## config.mk

```make
export PLATFORM = sky130hd
export DESIGN_NAME = param_mod_counter
export DESIGN_NICKNAME = d
export VERILOG_FILES = /design/src/rtl/param_mod_counter.sv
export SDC_FILE = /design/constraint.sdc
export NUM_CORES = 1
export LEC_CHECK = 0
export CAP_MARGIN = 20
export CORE_MARGIN = 2
export CORE_UTILIZATION = 46
export DETAILED_ROUTE_END_ITERATION = 8
export GPL_ROUTABILITY_DRIVEN = 0
export GPL_TIMING_DRIVEN = 0
export PLACE_DENSITY_LB_ADDON = 0.08
export SLEW_MARGIN = 0
export SYNTH_ARGS = -nofsm -noshare
export SYNTH_HDL_FRONTEND = slang
export SYNTH_SLANG_ARGS = --single-unit
```

## constraint.sdc

```tcl
create_clock -name clk -period 2.2 [get_ports clk]
set_input_delay 0.44 -clock clk [delete_from_list [all_inputs] [get_ports clk]]
set_output_delay 0.44 -clock clk [all_outputs]
set_load 0.05 [all_outputs]
```

## src/rtl/param_mod_counter.sv

```systemverilog
// Parametrised modulo-N up/down counter with synchronous clear/load, wrap or
// saturate at the boundaries, a combinational terminal-count flag and a registered event pulse.
module param_mod_counter #(
  parameter int unsigned     WIDTH     = 8,
  parameter longint unsigned MOD_MAX   = (64'd1 << WIDTH) - 64'd1,
  parameter bit              SATURATE  = 1'b0,
  parameter longint unsigned RESET_VAL = 64'd0
) (
  input  logic             clk,
  input  logic             rst,
  input  logic             en,
  input  logic             up,
  input  logic             clr,
  input  logic             load,
  input  logic [WIDTH-1:0] load_val,
  output logic [WIDTH-1:0] q,
  output logic             tc,
  output logic             evt
);

  localparam longint unsigned FULL_MAX = (64'd1 << WIDTH) - 64'd1;

  // Illegal parameter sets stop elaboration rather than silently misbehaving.
  if (WIDTH < 1 || WIDTH > 32) begin : g_bad_width
    $error("param_mod_counter: WIDTH must be 1..32");
  end
  if (MOD_MAX == 64'd0 || MOD_MAX > FULL_MAX) begin : g_bad_mod_max
    $error("param_mod_counter: MOD_MAX must be 1..2**WIDTH-1");
  end
  if (RESET_VAL > MOD_MAX) begin : g_bad_reset_val
    $error("param_mod_counter: RESET_VAL must not exceed MOD_MAX");
  end

  localparam logic [WIDTH-1:0] MAX_Q = WIDTH'(MOD_MAX);
  localparam logic [WIDTH-1:0] RST_Q = WIDTH'(RESET_VAL);

  logic [WIDTH-1:0] q_q, q_d;
  logic             evt_q, evt_d;

  // tc doubles as the boundary detector: with en high it is exactly "next step crosses an end".
  assign tc = en & ((up & (q_q == MAX_Q)) | (~up & (q_q == '0)));

  always_comb begin
    // NOTE: every output of this block gets a default first, so no path can infer a latch.
    q_d   = q_q;
    evt_d = tc & ~clr & ~load;
    if (clr) begin
      q_d = RST_Q;
    end else if (load) begin
      q_d = (load_val > MAX_Q) ? MAX_Q : load_val;
    end else if (en) begin
      if (tc) begin
        q_d = SATURATE ? q_q : (up ? '0 : MAX_Q);
      end else begin
        q_d = up ? q_q + WIDTH'(1) : q_q - WIDTH'(1);
      end
    end
  end

  always_ff @(posedge clk or negedge rst) begin
    // NOTE: state registers use non-blocking assignments so all flops update together.
    if (!rst) begin
      q_q   <= RST_Q;
      evt_q <= 1'b0;
    end else begin
      q_q   <= q_d;
      evt_q <= evt_d;
    end
  end

  assign q   = q_q;
  assign evt = evt_q;

endmodule

```

==> report_table.html <==
<table>
<tr><th>Metric</th><th>Value</th></tr>
<tr><th colspan="2">Synth</th></tr>
<tr><td>Distinct cells, synth</td><td>34</td></tr>
<tr><td>Number of enable flip-flop cells after synthesis</td><td>0</td></tr>
<tr><td>Most used flip-flop cell after synthesis</td><td>sky130_fd_sc_hd__dfrtp_1</td></tr>
<tr><td>Most frequent cell after synthesis</td><td>sky130_fd_sc_hd__a21oi_1</td></tr>
<tr><td>Synthesized netlist cell count</td><td>101</td></tr>
<tr><td>Count of synthesis-stage warnings from yosys</td><td>0</td></tr>
<tr><td>Post-synthesis net count</td><td>122</td></tr>
<tr><td>Average cell area after synthesis</td><td>8.10 um2</td></tr>
<tr><td>Area share of the largest cell type after synthesis</td><td>0.275</td></tr>
<tr><td>Cell type with the highest aggregate area in the netlist</td><td>sky130_fd_sc_hd__dfrtp_1</td></tr>
<tr><td>Flops &amp; latches, synth</td><td>9</td></tr>
<tr><td>Top cells by area, synth</td><td>sky130_fd_sc_hd__dfrtp_1 28%, sky130_fd_sc_hd__ha_1 9.2%, sky130_fd_sc_hd__a21oi_1 8.0%, sky130_fd_sc_hd__nor2_1 4.6%, sky130_fd_sc_hd__nand2_1 3.2%</td></tr>
<tr><td>Mapped cell area</td><td>818 um2</td></tr>
<tr><td>Share of synthesized registers carrying an async set or reset</td><td>1.00</td></tr>
<tr><td>Commonest cells in the synthesized netlist</td><td>13 x sky130_fd_sc_hd__a21oi_1, 10 x sky130_fd_sc_hd__nor2_1, 9 x sky130_fd_sc_hd__dfrtp_1</td></tr>
<tr><td>Part of the Yosys area used for sequential elements</td><td>0.275</td></tr>
<tr><th colspan="2">Floorplan</th></tr>
<tr><td>Width of the die</td><td>46.2 um</td></tr>
<tr><td>Area of the die</td><td>0.00213 mm2</td></tr>
<tr><td>Total I/O pin count</td><td>24</td></tr>
<tr><td>Area inside the core boundary</td><td>0.00171 mm2</td></tr>
<tr><td>Initial standard-cell utilization of the core</td><td>0.479</td></tr>
<tr><td>Number of cell rows</td><td>15</td></tr>
<tr><td>Die Ht</td><td>46.2 um</td></tr>
<tr><th colspan="2">Power</th></tr>
<tr><td>Internal portion of total power</td><td>0.399 mW</td></tr>
<tr><td>Power per standard cell area</td><td>~570 mW/mm2</td></tr>
<tr><td>Sw Share</td><td>0.404</td></tr>
<tr><td>Leakage power summed over all cells</td><td>0.499 nW</td></tr>
<tr><td>Part of the power in registers</td><td>0.314</td></tr>
<tr><td>Net switching power of the design</td><td>0.270 mW</td></tr>
<tr><td>Worst vdd rail ir drop</td><td>0.429 mV</td></tr>
<tr><td>Power share of the clock group</td><td>0.197</td></tr>
<tr><td>PnR Total Power</td><td>approximately 0.67 mW</td></tr>
<tr><td>Share of power burned in combinational logic</td><td>0.489</td></tr>
<tr><th colspan="2">STA</th></tr>
<tr><td>Summed negative setup slack over all endpoints</td><td>0 ns</td></tr>
<tr><td>Worst max-slew margin expressed relative to the limit</td><td>0.603</td></tr>
<tr><td>Final slew viol count</td><td>0</td></tr>
<tr><td>Final critical-path share of the clock period</td><td>0.968</td></tr>
<tr><td>Worst clock skew on the final layout</td><td>0.00101 ns</td></tr>
<tr><td>Hold Slack</td><td>0.473 ns</td></tr>
<tr><td>Endpoints failing hold</td><td>0</td></tr>
<tr><td>Pin slew with the least headroom to its limit</td><td>0.590 ns</td></tr>
<tr><td>Clock period minus worst slack</td><td>2.13 ns</td></tr>
<tr><td>Final setup violation count</td><td>0</td></tr>
<tr><td>Fmax</td><td>0.470 GHz</td></tr>
<tr><th colspan="2">Global routing</th></tr>
<tr><td>Antenna violations before repair</td><td>0</td></tr>
<tr><td>Vias in the first global route</td><td>775</td></tr>
<tr><td>Global-route usage over all layers</td><td>0.228</td></tr>
<tr><td>Global-route wire length before repair</td><td>roughly 3400 um</td></tr>
<tr><td>Remaining Overflow, GRT</td><td>0</td></tr>
<tr><td>Largest net degree at the start of global routing</td><td>11</td></tr>
<tr><th colspan="2">Clocking</th></tr>
<tr><td>Deepest level of the CTS H-tree</td><td>1</td></tr>
<tr><td>CTS root buf</td><td>sky130_fd_sc_hd__clkbuf_4</td></tr>
<tr><td>Clk pin slew, worst setup/hold paths</td><td>0.06 ns</td></tr>
<tr><td>Number of clock buffers inserted by TritonCTS</td><td>3</td></tr>
<tr><td>Number of hold buffers added after cts</td><td>0</td></tr>
<tr><td>Total clock sinks</td><td>9</td></tr>
<tr><td>Clock tree from TritonCTS</td><td>done</td></tr>
<tr><td>Clock Path Buffers</td><td>2</td></tr>
<tr><td>Skew-Pair Late Insertion Delay</td><td>0.26 ns</td></tr>
<tr><th colspan="2">Cells and area</th></tr>
<tr><td>Number of diodes added for antenna fixing</td><td>0</td></tr>
<tr><td>Layout overhead on the synthesized area</td><td>43.4%</td></tr>
<tr><td>Final non-filler cell total</td><td>156</td></tr>
<tr><td>Share of layout cells above drive strength 1</td><td>0.206</td></tr>
<tr><td>Net count reported at finish</td><td>153</td></tr>
<tr><th colspan="2">Critical path</th></tr>
<tr><td>Kind of cell adding the most delay to the critical path</td><td>simple AND/OR/NAND/NOR gates</td></tr>
<tr><td>Crit path DAT</td><td>1.69 ns</td></tr>
<tr><td>CP required</td><td>1.76 ns</td></tr>
<tr><td>Buffering stage count on the worst path with inverters included</td><td>3</td></tr>
<tr><td>CP Cell Sequence</td><td>nor4_2, nand4_1, nor2b_4, buf_6, inv_1, buf_6</td></tr>
<tr><td>Kind of critical path</td><td>reg -&gt; out</td></tr>
<tr><td>Biggest fanout along the worst timing path</td><td>10</td></tr>
<tr><td>Critical Path Sink Type</td><td>primary output</td></tr>
<tr><td>Cell repeated most along the worst path</td><td>sky130_fd_sc_hd__buf_6</td></tr>
<tr><td>Maximum cell stage delay along the critical path</td><td>between 0.4 and 0.5 ns</td></tr>
<tr><td>Type of element launching the critical path</td><td>register</td></tr>
<tr><td>Crit path max-delay cell type</td><td>sky130_fd_sc_hd__dfrtp_2</td></tr>
<tr><th colspan="2">Drt</th></tr>
<tr><td>Drt first pass iters</td><td>4</td></tr>
<tr><td>Routed wirelength normalized by instance count</td><td>14.5 um</td></tr>
<tr><td>Number of DRC violations after detailed-routing iteration 0</td><td>14</td></tr>
<tr><td>Via density per instance</td><td>5.67</td></tr>
<tr><td>ANT nets after route</td><td>0</td></tr>
<tr><td>Detailed-route wire length</td><td>between 2000 and 2500 um</td></tr>
<tr><td>Remaining DRCs</td><td>0</td></tr>
<tr><td>Via Count</td><td>885</td></tr>
<tr><th colspan="2">Place</th></tr>
<tr><td>Count of input and output buffers</td><td>21</td></tr>
<tr><td>Post-DP HPWL</td><td>between 1500 and 2000 um</td></tr>
<tr><td>Number of cells after detailed placement</td><td>147</td></tr>
<tr><th colspan="2">Outcome</th></tr>
<tr><td>Status</td><td>complete, no violations</td></tr>
<tr><th colspan="2">Min path</th></tr>
<tr><td>Class of the most critical hold timing path</td><td>in -&gt; async</td></tr>
<tr><th colspan="2">Run</th></tr>
<tr><td>Max Cap Violations</td><td>0</td></tr>
</table>
cells in the final DEF, fill, tap and decap left out, drive strengths merged, types with 4 or more instances in the layout:
master	synthesis	layout
o21ai	4	4
clkbuf	3	8
nor3	5	5
nor2	10	10
nand2	7	7
ha	6	6
dfrtp	9	9
inv	4	4
clkdlybuf4s50	0	19
buf	2	8
nand2b	4	4
a21oi	13	13
repair_timing:
action,4_1_cts,5_1_grt
buffers inserted,0,5
pin swaps,0,3
setup endpoints to repair,3,2
gates resized for setup,10,13
layout make-up:
type	instances	area, um2
plain buffers	5	27.5
clock buffers	4	26.3
fillers	142	534
inverters	4	17.5
multi-input cells	83	596
flip-flops and latches	9	231
well taps	25	31.3
repair buffers	26	244
routing by layer:
| layer | part of all wire | wire length (um) | up-vias | GRT usage |
|---|---|---|---|---|
| li1 | - | - | 431 | - |
| met1 | 0.44 | 987 | 424 | 0.286 |
| met2 | 0.50 | 1140 | 25 | 0.381 |
| met3 | 0.044 | 100 | 5 | 0.0471 |
| met4 | 0.014 | 32 | 0 | 0.0857 |
| met5 | 0 | 0 | - | 0 |
path summary, 6_finish.rpt:
kind	end	from	slack [ns]	cells past startpoint
max in group asynchronous	q[6]$_DFFE_PN0P_	rst	1.41	1
max reg2reg	q[7]$_DFFE_PN0P_	q[4]$_DFFE_PN0P_	0.19	8
min	evt$_DFF_PN0_	rst	0.47	1
max	tc	q[6]$_DFFE_PN0P_	0.07	6
min reg2reg	q[4]$_DFFE_PN0P_	q[4]$_DFFE_PN0P_	0.56	2
min in group clk	q[4]$_DFFE_PN0P_	q[4]$_DFFE_PN0P_	0.56	2
state kept, by name, summed over array words and instances, names as in the netlist:
| name | flops |
|---|---|
| evt | 1 |
| q | 8 |
worst register-to-register path, cell delays in order (launching register included):
cell	delay (ns)
sky130_fd_sc_hd__dfrtp_2	0.43
sky130_fd_sc_hd__buf_4	0.16
sky130_fd_sc_hd__ha_4	0.27
sky130_fd_sc_hd__o211ai_1	0.09
sky130_fd_sc_hd__o21a_1	0.22
sky130_fd_sc_hd__o21ai_1	0.18
sky130_fd_sc_hd__xor2_1	0.22
sky130_fd_sc_hd__nand3_1	0.10
sky130_fd_sc_hd__a41o_1	0.23
metrics by stage:
step | util | setup slack, ns | instance area, um2
after floorplan | - | 0.0623 | 818
after global placement | 0.621 | -0.800 | 1060
after detailed placement | 0.621 | -0.800 | 1060
after CTS | 0.637 | 0.00271 | 1090
after global routing | 0.687 | -0.0319 | 1170
final | 0.687 | 0.0707 | 1170
power groups by stage:
stage | clock, mW | sequential, mW | combinational, mW
final | 0.132 | 0.210 | 0.327
after global routing | 0.145 | 0.212 | 0.357
after CTS | 0.132 | 0.209 | 0.293
after detailed placement | 0 | 0.212 | 0.290
after global placement | 0 | 0.212 | 0.283
after floorplan | 0 | 0.262 | 0.145
kinds of logic (layout without fill, tap and decap cells):
logic type | Yosys count | in the layout | synth area share
AO/OA/AOI/OAI | 32 | 32 | 0.246
XOR/XNOR | 4 | 4 | 0.0428
adder cells (fa/ha/maj) | 7 | 7 | 0.116
buffers and inverters | 9 | 39 | 0.0520
flip-flops | 9 | 9 | 0.275
AND/OR/NAND/NOR | 40 | 40 | 0.268
No activity file was read; power rests on OpenSTA's default activity.
